--- src/rtl/swap_scheduler_if.sv ---
// Interface bundling the control, configuration, counter-monitor and status signals of
// swap_scheduler. clock and reset stay plain module ports.
//   master : the side that issues start/abort, programs the run and feeds the counter values
//   slave  : the scheduler itself (drives enable/swap to the counter pair and the status)
interface swap_scheduler_if #(
    parameter int unsigned WIDTH = 4,
    parameter int unsigned GAP_W = 4,
    parameter int unsigned NS_W  = 4
);
    logic             start;
    logic             abort;
    logic [GAP_W-1:0] period;
    logic [NS_W-1:0]  n_swaps;
    logic             thresh_en;
    logic [WIDTH-1:0] thresh;
    logic [WIDTH-1:0] up_val;
    logic [WIDTH-1:0] down_val;
    logic             enable;
    logic             swap;
    logic             busy;
    logic             done;
    logic [NS_W-1:0]  swaps_done;
    logic [WIDTH-1:0] last_down;

    modport master (
        output start, abort, period, n_swaps, thresh_en, thresh, up_val, down_val,
        input  enable, swap, busy, done, swaps_done, last_down
    );

    modport slave (
        input  start, abort, period, n_swaps, thresh_en, thresh, up_val, down_val,
        output enable, swap, busy, done, swaps_done, last_down
    );
endinterface

--- src/rtl/swap_scheduler.sv ---
// swap_scheduler: sequences a programmed number of exchanges on an up/down counter pair.
// Between exchanges the counters free-run for period+1 cycles, or fewer when the up counter
// hits the programmed threshold. Progress is reported via busy, a one-cycle done pulse,
// swaps_done and the down value captured at each exchange.
// Ports:
//   clock : rising-edge clock
//   reset : synchronous, active-high reset
//   bus   : swap_scheduler_if.slave (start/abort, run config, up/down values in;
//           enable/swap, busy/done, swaps_done/last_down out)
module swap_scheduler #(
    parameter int unsigned WIDTH = 4,
    parameter int unsigned GAP_W = 4,
    parameter int unsigned NS_W  = 4
) (
    input  logic                   clock,
    input  logic                   reset,
    swap_scheduler_if.slave        bus
);

    typedef enum logic [1:0] {StIdle, StCount, StSwap, StFinish} state_e;

    state_e           state_q, state_d;
    logic [GAP_W-1:0] gap_q, gap_d;
    logic [GAP_W-1:0] period_q, period_d;
    logic [NS_W-1:0]  n_q, n_d;
    logic             thresh_en_q, thresh_en_d;
    logic [WIDTH-1:0] thresh_q, thresh_d;
    logic [NS_W-1:0]  swaps_done_q, swaps_done_d;
    logic [WIDTH-1:0] last_down_q, last_down_d;
    logic [NS_W-1:0]  swaps_inc;

    assign swaps_inc = swaps_done_q + 1'b1;

    always_comb begin
        state_d      = state_q;
        gap_d        = gap_q;
        period_d     = period_q;
        n_d          = n_q;
        thresh_en_d  = thresh_en_q;
        thresh_d     = thresh_q;
        swaps_done_d = swaps_done_q;
        last_down_d  = last_down_q;

        // abort overrides every transition and freezes the progress registers
        if (bus.abort) begin
            state_d = StIdle;
        end else begin
            unique case (state_q)
                StIdle: begin
                    if (bus.start) begin
                        swaps_done_d = '0;
                        if (bus.n_swaps != '0) begin
                            period_d    = bus.period;
                            n_d         = bus.n_swaps;
                            thresh_en_d = bus.thresh_en;
                            thresh_d    = bus.thresh;
                            gap_d       = '0;
                            state_d     = StCount;
                        end else begin
                            state_d = StFinish;
                        end
                    end
                end
                StCount: begin
                    if ((gap_q == period_q) || (thresh_en_q && (bus.up_val == thresh_q))) begin
                        state_d = StSwap;
                    end else begin
                        gap_d = gap_q + 1'b1;
                    end
                end
                StSwap: begin
                    swaps_done_d = swaps_inc;
                    last_down_d  = bus.down_val;
                    if (swaps_inc == n_q) begin
                        state_d = StFinish;
                    end else begin
                        gap_d   = '0;
                        state_d = StCount;
                    end
                end
                StFinish: state_d = StIdle;
                default:  state_d = StIdle;
            endcase
        end
    end

    always_ff @(posedge clock) begin
        if (reset) begin
            state_q      <= StIdle;
            gap_q        <= '0;
            period_q     <= '0;
            n_q          <= '0;
            thresh_en_q  <= 1'b0;
            thresh_q     <= '0;
            swaps_done_q <= '0;
            last_down_q  <= '0;
        end else begin
            state_q      <= state_d;
            gap_q        <= gap_d;
            period_q     <= period_d;
            n_q          <= n_d;
            thresh_en_q  <= thresh_en_d;
            thresh_q     <= thresh_d;
            swaps_done_q <= swaps_done_d;
            last_down_q  <= last_down_d;
        end
    end

    // Outputs decode registered state only.
    assign bus.enable     = (state_q == StSwap);
    assign bus.swap       = (state_q == StSwap);
    assign bus.busy       = (state_q == StCount) || (state_q == StSwap);
    assign bus.done       = (state_q == StFinish);
    assign bus.swaps_done = swaps_done_q;
    assign bus.last_down  = last_down_q;

endmodule

--- src/flat_wrapper.sv ---
// flat-port wrapper written by rule: the top's interface ports become plain ports
module swap_scheduler_flat 
#(
    parameter int unsigned WIDTH = 4,
    parameter int unsigned GAP_W = 4,
    parameter int unsigned NS_W  = 4
)
  (clock, reset, bus_start, bus_abort, bus_period, bus_n_swaps, bus_thresh_en, bus_thresh, bus_up_val, bus_down_val, bus_enable, bus_swap, bus_busy, bus_done, bus_swaps_done, bus_last_down);
  swap_scheduler_if #(.WIDTH(WIDTH), .GAP_W(GAP_W), .NS_W(NS_W)) bus_i ();
  input  logic clock;
  input  logic reset;
  input wire logic [$bits(bus_i.start)-1:0] bus_start;
  input wire logic [$bits(bus_i.abort)-1:0] bus_abort;
  input wire logic [$bits(bus_i.period)-1:0] bus_period;
  input wire logic [$bits(bus_i.n_swaps)-1:0] bus_n_swaps;
  input wire logic [$bits(bus_i.thresh_en)-1:0] bus_thresh_en;
  input wire logic [$bits(bus_i.thresh)-1:0] bus_thresh;
  input wire logic [$bits(bus_i.up_val)-1:0] bus_up_val;
  input wire logic [$bits(bus_i.down_val)-1:0] bus_down_val;
  output wire logic [$bits(bus_i.enable)-1:0] bus_enable;
  output wire logic [$bits(bus_i.swap)-1:0] bus_swap;
  output wire logic [$bits(bus_i.busy)-1:0] bus_busy;
  output wire logic [$bits(bus_i.done)-1:0] bus_done;
  output wire logic [$bits(bus_i.swaps_done)-1:0] bus_swaps_done;
  output wire logic [$bits(bus_i.last_down)-1:0] bus_last_down;
  assign bus_i.start = bus_start;
  assign bus_i.abort = bus_abort;
  assign bus_i.period = bus_period;
  assign bus_i.n_swaps = bus_n_swaps;
  assign bus_i.thresh_en = bus_thresh_en;
  assign bus_i.thresh = bus_thresh;
  assign bus_i.up_val = bus_up_val;
  assign bus_i.down_val = bus_down_val;
  assign bus_enable = bus_i.enable;
  assign bus_swap = bus_i.swap;
  assign bus_busy = bus_i.busy;
  assign bus_done = bus_i.done;
  assign bus_swaps_done = bus_i.swaps_done;
  assign bus_last_down = bus_i.last_down;
  swap_scheduler #(.WIDTH(WIDTH), .GAP_W(GAP_W), .NS_W(NS_W)) u_core (.clock(clock), .reset(reset), .bus(bus_i));
endmodule
--- config.mk ---
export PLATFORM = sky130hd
export DESIGN_NAME = swap_scheduler_flat
export DESIGN_NICKNAME = d
export VERILOG_FILES = /design/src/rtl/swap_scheduler_if.sv /design/src/rtl/swap_scheduler.sv /design/src/flat_wrapper.sv
export SDC_FILE = /design/constraint.sdc
export NUM_CORES = 1
export LEC_CHECK = 0
export ABC_AREA = 1
export BUFFER_PORTS_ARGS = -buffer_cell sky130_fd_sc_hd__clkbuf_2
export CAP_MARGIN = 20
export CORE_ASPECT_RATIO = 1.4
export CORE_MARGIN = 5
export CORE_UTILIZATION = 25
export DETAILED_ROUTE_END_ITERATION = 10
export SYNTH_ARGS = -nofsm -noshare
export SYNTH_HDL_FRONTEND = slang
export SYNTH_SLANG_ARGS = --single-unit
--- constraint.sdc ---
create_clock -name clock -period 4.3 [get_ports clock]
set_clock_uncertainty 0.2 [all_clocks]
set_input_delay 0 -clock clock [delete_from_list [all_inputs] [get_ports clock]]
set_output_delay 0 -clock clock [all_outputs]
set_load 0.02 [all_outputs]
After elaboration in Yosys (flattened, before gate mapping)
Index checks and enable logic that the tools add are counted.
{ "word_totals": {"register_bits": 27, "word_cells": 47} }
{ "classes": {"addsub": 2, "n_eq_ne": 11, "n_mux": 12, "bitwise": 1, "n_reduce_logical": 13} }
{ "ops": {"columns": ["cell", "count"], "rows": [
  ["$mux 4", 5],
  ["$eq 4x4->1", 3],
  ["$pmux 4 s3", 1],
  ["$add 4x1->4 const B", 2],
  ["$mux 2", 4],
  ["$pmux 2 s4", 1],
  ["$pmux 4 s2", 1],
  ["$ne 2x2->1 const B", 3],
  ["$reduce_and 6->1", 1],
  ["$eq 2x2->1 const B", 2],
  ["$ne 2x1->1 const B", 2],
  ["$reduce_and 2->1", 2],
  ["$reduce_and 4->1", 1],
  ["$reduce_bool 4->1", 1],
  ["$reduce_and 3->1", 1],
  ["$reduce_bool 3->1", 1],
  ["$eq 2x1->1 const B", 1],
  ["$logic_not 2->1", 1],
  ["$logic_or 1x1->1", 2],
  ["$reduce_bool 2->1", 1],
  ["$reduce_or 2->1", 1],
  ["$logic_and 1x1->1", 1],
  ["$not 1->1", 1]
]} }

Longest topological paths before layout
Gate-level depths: netlist of run 1.
{ "depth": {"depth_word": 5, "depth_mapped": 12} }

Worst setup path after synthesis of run 1
Ideal clock, no wire load.
{ "synth_timing": {"path_type": "reg2reg", "start": "reg u_core.swaps_done_q[0], in the netlist u_core.bus.swaps_done[0]", "end": "reg u_core.gap_q[2]", "setup_ns": 0.064, "arrival_time_ns": 1.505, "required_time_ns": 4.036, "path_slack_ns": 2.531, "stages_incl_launch_ff": 11, "cell_sequence": "dfxtp_1 ha_1 inv_1 or2_1 nand3_1 nor2_2 nand2_2 nand2_2 nor2_4 nor2_1 nor2_1"} }
{ "synth_via": {"elab_chain_len": 4} }
{ "synth_lines": {"columns": ["element", "line", "rtl"], "rows": [
  ["from (decl)", "swap_scheduler.sv:28", "logic [NS_W-1:0] swaps_done_q, swaps_done_d;"],
  ["from (signal assigned)", "swap_scheduler.sv:104", "swaps_done_q <= swaps_done_d;"],
  ["$add 4x1->4", "swap_scheduler.sv:32", "assign swaps_inc = swaps_done_q + 1'b1;"],
  ["$eq 4x4->1", "swap_scheduler.sv:74", "if (swaps_inc == n_q) begin"],
  ["$ne 2x2->1 (no line)", null, null],
  ["$reduce_and 6->1 (no line)", null, null],
  ["to (signal assigned)", "swap_scheduler.sv:99", "gap_q <= gap_d;"],
  ["to (decl)", "swap_scheduler.sv:23", "logic [GAP_W-1:0] gap_q, gap_d;"]
]} }
Every way passes these cells.
A chain may end at the register's enable or synchronous reset.

Worst setup path after layout of run 1
{ "layout_timing": {"start": "reg u_core.state_q[0]", "end": "reg u_core.n_q[2]"} }
{ "layout_via": {"elab_chain_len": 2} }
{ "layout_lines": {"columns": ["element", "line", "rtl"], "rows": [
  ["from (decl)", "swap_scheduler.sv:22", "state_e state_q, state_d;"],
  ["from (signal assigned)", "swap_scheduler.sv:89", "state_q <= StIdle;"],
  ["from (signal assigned)", "swap_scheduler.sv:98", "state_q <= state_d;"],
  ["$logic_not 2->1", "swap_scheduler.sv:48", "unique case (state_q)"],
  ["$reduce_and 4->1 (no line)", null, null],
  ["to (signal assigned)", "swap_scheduler.sv:101", "n_q <= n_d;"],
  ["to (decl)", "swap_scheduler.sv:25", "logic [NS_W-1:0] n_q, n_d;"]
]} }
Every way passes these cells.

==> results of run 1 <==
-- state kept, by name, indices dropped and copies added, names as in the netlist --
| signal | flops |
|---|---|
| u_core.bus.swaps_done | 4 |
| u_core.period_q | 4 |
| u_core.bus.last_down | 4 |
| u_core.state_q | 2 |
| u_core.n_q | 4 |
| u_core.thresh_q | 4 |
| u_core.thresh_en_q | 1 |
| u_core.gap_q | 4 |
-- cells in the mapped netlist, types with 2 or more instances --
master and count:
a21oi_1 15, dfxtp_1 27, ha_1 6, inv_1 22, inv_2 2, nand2_1 51, nand2_2 4, nand3_1 7
nand3b_1 3, nand4_1 6, nor2_1 40, nor2_2 2, nor2_4 2, o21ai_0 15, xor2_1 2
-- cell type report --
class | count | area (um^2) | area share, %
inverters | 24 | 90.1 | 4.40
multi-input cells | 161 | 811 | 39.6
repair buffers | 65 | 470 | 23.0
clock inverters | 1 | 5.00 | 0.245
well taps | 70 | 87.6 | 4.28
clock buffers | 3 | 41.3 | 2.02
flip-flops and latches | 27 | 541 | 26.4
-- cells in the final DEF (no fill, tap or decap), types with 6 or more instances in the layout --
master,count
o21ai_0,15
nand3_1,7
inv_1,22
nand4_1,6
nor2_1,40
dlygate4sd3_1,29
dfxtp_1,27
clkbuf_2,36
ha_1,6
nand2_1,51
a21oi_1,15
-- tightest hold or removal path, cell delays in order --
cell and delay, ns:
clkbuf_2 0.08, xnor2_1 0.07, nand3_1 0.11, nand2_1 0.07, nand2_2 0.09, nand4_1 0.08, nand2_1 0.06, nor2_1 0.03
-- metal layers --
metal,GRT usage [%],up-vias
met5,0,-
met4,5.07,0
met3,2.40,8
met2,19.8,24
met1,12.4,672
li1,-,815
-- through the flow --
stage          area (um^2)  std cells
2_1_floorplan         1470        216
3_3_place_gp          1710        318
3_5_place_dp          1710        318
4_1_cts               2050        351
5_1_grt               2050        351
6_report              2050        351
-- path summary, 6_finish.rpt --
| path | to |
|---|---|
| max | u_core.n_q[2] |
| min | u_core.gap_q[3] |
| max reg2reg | u_core.n_q[2] |
| min reg2reg | u_core.thresh_q[0] |
-- report_power, final --
group	switching [mW]	total [mW]	leakage (nW)	internal, mW
clock network	0.0799	0.145	0.0255	0.0648
registers	0.0130	0.278	0.221	0.265
logic	0.0697	0.130	0.706	0.0602
total	0.163	0.553	0.952	0.390
-- logic make-up (layout without fill, tap and decap cells) --
group,Yosys count,in the layout,synth area share [%]
adders and majority gates,6,6,5.11
and+or+nand+nor,119,119,36.8
DFF,27,27,36.8
xor gates and xnor gates,3,3,1.79
AOI/OAI and AO/OA,33,33,11.5
buffers and inverters,28,93,8.01
==> flow_metrics.py, run 1 <==
metrics = {
    "status": {
        "status": "finished clean",
    },
    "clock_tree": {
        "postCtsResizedCells": 0,
        "cts-root-buf": "clkbuf_8",
        "cts_made_buffers": 3,
        "tritoncts": "yes",
        "cts_htree_levels": 1,
        "worstSkewPairLatency_ns": 0.27,
        "post-cts-setup-buffer-count": 0,
        "clock-sinks": 27,
        "clkTransAtPathRegs_ns": 0.10,
        "ctsHoldBuffers": 29,
        "clock_tree.buffer_depth": 2,
    },
    "power_and_ir_drop": {
        "total_power_uw": 553,
        "leakage_nw": 0.952,
        "ir_worst_vdd_v": 0.000114,
        "power.density_nw_per_um2": 270,
    },
    "timing": {
        "post-route-period-util_pct": 62.5,
        "fin_hold_ws_ns": 0.165,
        "unrepaired_setup_endpoints_after_global_routing": "false",
        "finalWorstSetupSlack_ns": 1.61,
        "timing.final.setup_violations": 0,
        "min_period_ns": 2.69,
        "clock.fmax_mhz": 372,
        "slew_viol_final": 0,
        "worst_slew_margin_rel_pct": 67.3,
        "hold_viol": 0,
        "tns_ns": 0,
        "worst_slew_pin_tran_ns": 0.490,
    },
    "route": {
        "wl_met3_um": 153,
        "vias_per_cell": 4.33,
        "route.antenna.remaining_nets": 0,
        "dr.max_layer_used": "met4",
        "m1WireLength_um": 1630,
        "wire_per_inst_um": 11.0,
        "vias": 1519,
        "met2_length_um": 1970,
        "detail_route.drc_violations": 0,
        "detail_route.first_pass.iterations": 4,
        "initialDrtViolationCount": 89,
        "finalWirelength_um": 3850,
    },
    "finish": {
        "fillerInstances": 620,
        "area_growth_syn_to_layout_pct": 39.3,
        "antenna_cells": 0,
        "fraction_of_final_layout_cells_sized_beyond_drive_strength_1_pct": 18.9,
        "fin_nets": 313,
        "final_core_utilization_pct": 35.4,
    },
    "worst_setup_path": {
        "data_required_time_of_the_worst_path_ns": 4.32,
        "crit_path_frequent_cell": "dlygate4sd3_1",
        "worst_setup_path_end_kind": "flip-flop",
        "cp_num_cells": 8,
        "worst-path-max-fanout": 5,
        "setup.reg_to_reg.worst_slack_ns": 1.61,
        "crit_path_max_incr_delay_ns": 0.57,
        "worst_path_buffer_plus_inverter_count": 4,
        "critical_register_to_register_path_startpoint": "u_core.state_q[0]",
        "start_kind": "flip-flop",
        "criticalPathCategory": "reg2reg",
        "cp_cell_sequence": "inv_1 -> ha_1 -> inv_2 -> nor3b_2 -> nand2_1 -> dlygate4sd3_1 -> a21oi_1 -> dlygate4sd3_1",
        "r2r_cells": 8,
        "critical_path.slowest_cell": "dlygate4sd3_1",
        "critPathTopFamily": "buffers and inverters",
        "startpoint": "u_core.state_q[0]",
        "cp.arrival_ns": 2.70,
    },
    "logic_synthesis": {
        "synthDistinctLibCells": 27,
        "mappedNetlistNets": 247,
        "synthesis_stage_register_bit_count": 27,
        "synth_top_cell_area_share_pct": 36.8,
        "post_synthesis_cell_area_um2": 1470,
        "synth_seq_area_share_pct": 36.8,
        "synth_area_leaders": "dfxtp_1 (37%), nand2_1 (13%), nor2_1 (10%)",
        "count_of_flip_flops_with_a_built_in_enable_after_synthesis": 0,
        "most_used_dff_post_synth": "dfxtp_1",
        "synth-async-reset-ratio_pct": 0,
        "netlist_instances": 216,
        "avgSynthCellArea_um2": 6.80,
        "synth.largest_area_cell": "dfxtp_1",
        "synth.yosys.warnings": 0,
    },
    "global_routing": {
        "number_of_antenna_violations_at_the_first_check_in_global_routing": 0,
        "grt_use_total_pct": 11.2,
        "grt_max_degree": 20,
        "wire_length_of_the_first_global_routing_pass_um": 6720,
        "via_count_of_the_first_global_routing_pass": 1535,
        "grt_overflow_total": 0,
    },
    "floorplanning": {
        "ioPinCount": 37,
        "die-area_um2": 7530,
        "floorplan.core_area_um2": 5780,
        "fp.dieW_um": 74.8,
        "initial_core_utilization_pct": 25.4,
        "site_row_count": 33,
        "floorplan.die.height_um": 101,
    },
    "placement": {
        "detailedPlacementHpwl_um": 2860,
        "pre_cts_slack_ns": 2.33,
        "gp_congestion": 0.767,
        "port_buffer_count": 36,
    },
    "min_path": {
        "min-delay-path-class": "in2reg",
        "hold_path.startpoint": "bus_up_val[2]",
        "worstHoldPathCells": 8,
    },
    "run": {
        "cap_violations": 0,
    },
}
No activity file was read; power rests on OpenSTA's default activity.
==> run 2: changes to the inputs <==
==> constraint.sdc (replaced) <==
create_clock -name clock -period 2.5 [get_ports clock]
set_clock_uncertainty 0.2 [all_clocks]
set_input_delay 0 -clock clock [delete_from_list [all_inputs] [get_ports clock]]
set_output_delay 0 -clock clock [all_outputs]
set_load 0.02 [all_outputs]
==> run 2 against run 1 <==
  * Count of clock-buffer cells in the layout increased by 1
  * Non-clock buffer count decreased by 4
  * Sequential cell count unchanged
  * Critical path depth decreased by 1
  * Maximum frequency increased by 30%
==> flow_metrics.py, run 2 (same netlist as run 1, synthesis figures left out) <==
metrics = {
    "timing": {
        "min_period_ns": 2.07,
        "post-route-period-util_pct": 82.9,
        "hold_viol": 0,
        "timing.final.setup_violations": 0,
        "tns_ns": 0,
        "clock.fmax_mhz": 483,
        "worst_slew_margin_rel_pct": 66.9,
        "worst_slew_pin_tran_ns": 0.496,
        "slew_viol_final": 0,
        "unrepaired_setup_endpoints_after_global_routing": "false",
    },
    "global_routing": {
        "wire_length_of_the_first_global_routing_pass_um": 6330,
        "grt_max_degree": 20,
        "via_count_of_the_first_global_routing_pass": 1518,
        "number_of_antenna_violations_at_the_first_check_in_global_routing": 0,
        "grt_use_total_pct": 10.8,
        "grt_overflow_total": 0,
    },
    "worst_setup_path": {
        "data_required_time_of_the_worst_path_ns": 2.51,
        "startpoint": "u_core.state_q[0]",
        "criticalPathCategory": "reg2reg",
        "worst_setup_path_end_kind": "flip-flop",
        "worst_path_buffer_plus_inverter_count": 3,
        "cp.arrival_ns": 2.08,
        "crit_path_max_incr_delay_ns": 0.57,
        "worst-path-max-fanout": 5,
        "critical_path.slowest_cell": "dlygate4sd3_1",
        "start_kind": "flip-flop",
        "critPathTopFamily": "buffers and inverters",
        "critical_register_to_register_path_startpoint": "u_core.state_q[0]",
        "cp_cell_sequence": "inv_1 -> ha_1 -> inv_2 -> nor3b_2 -> nand2_1 -> dlygate4sd3_1 -> a21oi_1",
    },
    "clock_tree": {
        "clock_tree.buffer_depth": 2,
        "worstSkewPairLatency_ns": 0.27,
        "post-cts-setup-buffer-count": 0,
        "clkTransAtPathRegs_ns": 0.10,
        "ctsHoldBuffers": 25,
        "cts_made_buffers": 3,
        "clock-sinks": 27,
        "cts_htree_levels": 1,
        "postCtsResizedCells": 0,
        "tritoncts": "yes",
        "cts-root-buf": "clkbuf_8",
    },
    "floorplanning": {
        "ioPinCount": 37,
        "initial_core_utilization_pct": 25.4,
        "floorplan.die.height_um": 101,
        "floorplan.core_area_um2": 5780,
        "die-area_um2": 7530,
        "fp.dieW_um": 74.8,
        "site_row_count": 33,
    },
    "placement": {
        "detailedPlacementHpwl_um": 2890,
        "port_buffer_count": 36,
        "gp_congestion": 0.768,
        "placed_cell_area_um2": 1710,
    },
    "min_path": {
        "min-delay-path-class": "in2reg",
        "hold_path.startpoint": "bus_up_val[2]",
    },
    "power_and_ir_drop": {
        "power_frac_comb_pct": 23.0,
        "internal_power_uw": 670,
        "relative_contribution_of_the_clock_network_to_total_power_pct": 26.4,
        "ir_worst_vdd_v": 0.000191,
        "sw_share_pct": 29.3,
        "leakage_nw": 0.923,
        "seq_power_share_pct": 50.5,
        "power.density_nw_per_um2": 473,
        "netSwitchingPower_uw": 278,
    },
    "finish": {
        "area_of_the_multi_input_gates_um2": 811,
        "layout.cells.most_common": "nand2_1",
        "final_cell_area_um2": 2000,
        "fraction_of_final_layout_cells_sized_beyond_drive_strength_1_pct": 18.8,
        "antenna_cells": 0,
        "final-seq-area_um2": 541,
        "fin_nets": 309,
        "leading_cell_types_in_the_layout_fill_and_taps_excluded": "nand2_1 (51), nor2_1 (40), clkbuf_2 (36)",
        "area_growth_syn_to_layout_pct": 36.5,
        "fillerInstances": 621,
    },
    "route": {
        "route.antenna.remaining_nets": 0,
        "vias_per_cell": 4.39,
        "vias": 1522,
        "initialDrtViolationCount": 72,
        "detail_route.drc_violations": 0,
        "wire_per_inst_um": 11.1,
        "detail_route.first_pass.iterations": 4,
        "finalWirelength_um": 3840,
    },
    "run": {
        "cap_violations": 0,
    },
    "status": {
        "status": "finished clean",
    },
}
run 2: stage by stage:
stage                     hold slack, ns  setup slack (ns)  instances  power [mW]  util [%]
final                              0.179             0.428        347       0.948      34.7
after global routing               0.229             0.265        347        1.00      34.7
after CTS                          0.182             0.430        347       0.960      34.7
after detailed placement          0.0363             0.548        318       0.678      29.6
after global placement            0.0391             0.534        318       0.676      29.6
after floorplan                  -0.0651             0.731        216       0.622         -
run 2: tightest hold or removal path, stage by stage:
cell	delay, ns
clkbuf_2	0.09
xnor2_1	0.06
nand3_1	0.11
nand2_1	0.07
nand2_2	0.10
nand4_1	0.08
nand2_1	0.06
nor2_1	0.03
run 2: final cells by class:
type | instances | area share, %
Clock buffer | 4 | 2.25
Timing Repair Buffer | 61 | 21.5
Multi-Input combinational cell | 161 | 40.4
Sequential cell | 27 | 27.0
Inverter | 24 | 4.49
Tap cell | 70 | 4.37
run 2: worst paths after layout:
kind | to | slack [ns] | depth (start not counted)
worst max register to register | u_core.n_q[2] | 0.43 | 7
worst max-delay path | u_core.n_q[2] | 0.43 | 7
worst min-delay path | u_core.gap_q[3] | 0.18 | 8
worst min register to register | u_core.thresh_q[0] | 0.28 | 2
run 2: routing by layer:
layer | wire length [um] | track usage [%] | part of all wire, % | vias to the layer above
met1 | 1580 | 11.6 | 41 | 676
met3 | 174 | 2.50 | 4.5 | 7
li1 | - | - | - | 810
met5 | 0 | 0 | 0 | -
met2 | 2000 | 19.1 | 52 | 29
met4 | 91 | 5.34 | 2.4 | 0
run 2: power by group through the flow:
stage	Clock, mW	Combinational [mW]	Sequential (mW)
finish	0.251	0.218	0.479
global route	0.273	0.250	0.482
CTS	0.260	0.220	0.479
detailed placement	0	0.189	0.489
global placement	0	0.188	0.488
floorplan	0	0.135	0.487
==> run 3: changes to the inputs <==
==> constraint.sdc (replaced) <==
create_clock -name clock -period 1.9 [get_ports clock]
set_clock_uncertainty 0.2 [all_clocks]
set_input_delay 0 -clock clock [delete_from_list [all_inputs] [get_ports clock]]
set_output_delay 0 -clock clock [all_outputs]
set_load 0.02 [all_outputs]
==> run 3 against run 2 <==
  * Maximum frequency rose by 19%
  * Sequential power increased by 32%
  * Via count decreased by 0.33%
  * Sequential share of layout area up 0.10 points
  * Setup slack worse by 0.27 ns
  * Cell area up 0.31%
  * Routed wire length increased by 0.83%
  * Hold slack lost 0.011 ns
  * Die area did not move
  * Cell count did not move
  * Critical path depth up 3
  * First-iteration DRC count is 72% lower
  * Critical path type unchanged
  * Critical endpoint is now u_core.gap_q[3]
  * Largest power group unchanged
  * Highest routed layer unchanged
==> flow_metrics.py, run 3 (same netlist as run 1, synthesis figures left out) <==
metrics = {
    "status": {
        "status": "finished clean",
    },
    "floorplanning": {
        "die-area_um2": 7530,
        "initial_core_utilization_pct": 25.4,
        "fp.dieW_um": 74.8,
        "ioPinCount": 37,
        "floorplan.core_area_um2": 5780,
        "site_row_count": 33,
        "floorplan.die.height_um": 101,
    },
    "route": {
        "route.antenna.remaining_nets": 0,
        "detail_route.drc_violations": 0,
        "vias": 1517,
        "finalWirelength_um": 3870,
        "initialDrtViolationCount": 20,
        "vias_per_cell": 4.37,
        "wire_per_inst_um": 11.2,
        "detail_route.first_pass.iterations": 5,
    },
    "finish": {
        "instances_no_fill": 347,
        "final_core_utilization_pct": 34.8,
        "layout.cells.most_common": "nand2_1",
        "area_growth_syn_to_layout_pct": 36.9,
        "leading_cell_types_in_the_layout_fill_and_taps_excluded": "nand2_1 (51), nor2_1 (39), clkbuf_2 (36)",
        "fraction_of_final_layout_cells_sized_beyond_drive_strength_1_pct": 22.7,
        "fin_nets": 309,
        "fillerInstances": 639,
        "antenna_cells": 0,
    },
    "power_and_ir_drop": {
        "ir_worst_vdd_v": 0.000234,
        "netSwitchingPower_uw": 397,
        "power.density_nw_per_um2": 639,
        "power_frac_comb_pct": 22.7,
        "sw_share_pct": 30.9,
        "total_power_mw": 1.29,
        "internal_power_uw": 889,
        "seq_power_share_pct": 49.0,
        "relative_contribution_of_the_clock_network_to_total_power_pct": 28.3,
        "leakage_nw": 0.943,
    },
    "timing": {
        "hold_viol": 0,
        "min_period_ns": 1.74,
        "post-route-period-util_pct": 91.6,
        "timing.final.setup_violations": 0,
        "worst_slew_pin_tran_ns": 0.477,
        "slew_viol_final": 0,
        "clock.fmax_mhz": 575,
        "unrepaired_setup_endpoints_after_global_routing": "true",
        "tns_ns": 0,
        "worst_slew_margin_rel_pct": 68.2,
    },
    "clock_tree": {
        "tritoncts": "yes",
        "worstSkewPairLatency_ns": 0.29,
        "cts_made_buffers": 3,
        "clock-sinks": 27,
        "cts_htree_levels": 1,
        "clock_tree.buffer_depth": 2,
        "clkTransAtPathRegs_ns": 0.09,
        "cts-root-buf": "clkbuf_8",
    },
    "worst_setup_path": {
        "worst_setup_path_end_kind": "flip-flop",
        "data_required_time_of_the_worst_path_ns": 1.88,
        "worst-path-max-fanout": 5,
        "cp.arrival_ns": 1.72,
        "startpoint": "u_core.state_q[1]",
        "start_kind": "flip-flop",
        "critical_register_to_register_path_startpoint": "u_core.state_q[1]",
        "criticalPathCategory": "reg2reg",
    },
    "min_path": {
        "min-delay-path-class": "in2reg",
        "hold_path.startpoint": "bus_up_val[2]",
    },
    "run": {
        "cap_violations": 0,
    },
    "global_routing": {
        "wire_length_of_the_first_global_routing_pass_um": 6700,
        "grt_use_total_pct": 11.3,
        "number_of_antenna_violations_at_the_first_check_in_global_routing": 0,
        "grt_overflow_total": 0,
        "via_count_of_the_first_global_routing_pass": 1554,
        "grt_max_degree": 20,
    },
    "placement": {
        "gp_congestion": 0.835,
        "place_inst": 322,
        "detailedPlacementHpwl_um": 2930,
        "port_buffer_count": 36,
    },
}
[run 3: cell count changes in the layout (fill, tap and decap cells not counted), sizes merged]
cell         previous run  this run
dlygate4sd3            25        20
inv                    24        25
buf                     0         5
clkbuf                 40        39
[run 3: path summary, 6_finish.rpt]
kind | endpoint | slack [ns] | cells after the start
setup / recovery | u_core.gap_q[3] | 0.16 | 10
hold / removal | u_core.gap_q[3] | 0.17 | 8
setup reg to reg | u_core.gap_q[3] | 0.16 | 10
hold reg to reg | u_core.thresh_q[1] | 0.28 | 2
[run 3: metal layers]
layer  track usage (%)  vias up  wire [um]
met5                 0        -          0
li1                  -      809          -
met1              12.1      678       1590
met3              1.70        5        122
met2              21.8       25       2110
met4              3.70        0         51
[run 3: layout make-up]
class	count	area [um^2]	area share [%]
clock buffer	3	41.3	2.05
sequential	27	544	27.1
multi-input combinational	161	821	40.8
tap	70	87.6	4.36
timing repair buffer	61	418	20.8
inverter	24	90.1	4.48
clock inverter	1	8.76	0.436
[run 3: critical path: stages (launching register included)]
cell and delay (ns):
dfxtp_2 0.35, inv_1 0.07, ha_2 0.18, inv_2 0.09, nor2_2 0.07, nor2_4 0.09, nor3b_4 0.27, buf_4 0.15
nand4_1 0.08, nand2_1 0.07, nor2_1 0.04
[run 3: per-stage QoR]
stage | hold WS [ns] | area [um^2] | setup WS [ns]
finish | 0.168 | 2010 | 0.160
detailed placement | 0.0382 | 1740 | 0.0886
CTS | 0.170 | 1990 | 0.0624
global placement | 0.0247 | 1740 | 0.121
global route | 0.235 | 2010 | 0.000181
floorplan | -0.0651 | 1470 | 0.131
[run 3: repair_timing]
item / 4_1_cts / 5_1_grt
buffers inserted: 0 / 1
setup endpoints to repair: 0 / 14
hold buffers: 20 / 0
resized for setup: 0 / 6
endpoints found under the hold margin: 23 / 0
[run 3: power by group through the flow]
stage / sequential (mW) / clock, mW / combinational (mW)
2_1_floorplan: 0.640 / 0 / 0.178
3_3_place_gp: 0.641 / 0 / 0.253
3_5_place_dp: 0.643 / 0 / 0.256
4_1_cts: 0.630 / 0.377 / 0.289
5_1_grt: 0.634 / 0.391 / 0.335
6_report: 0.630 / 0.364 / 0.292
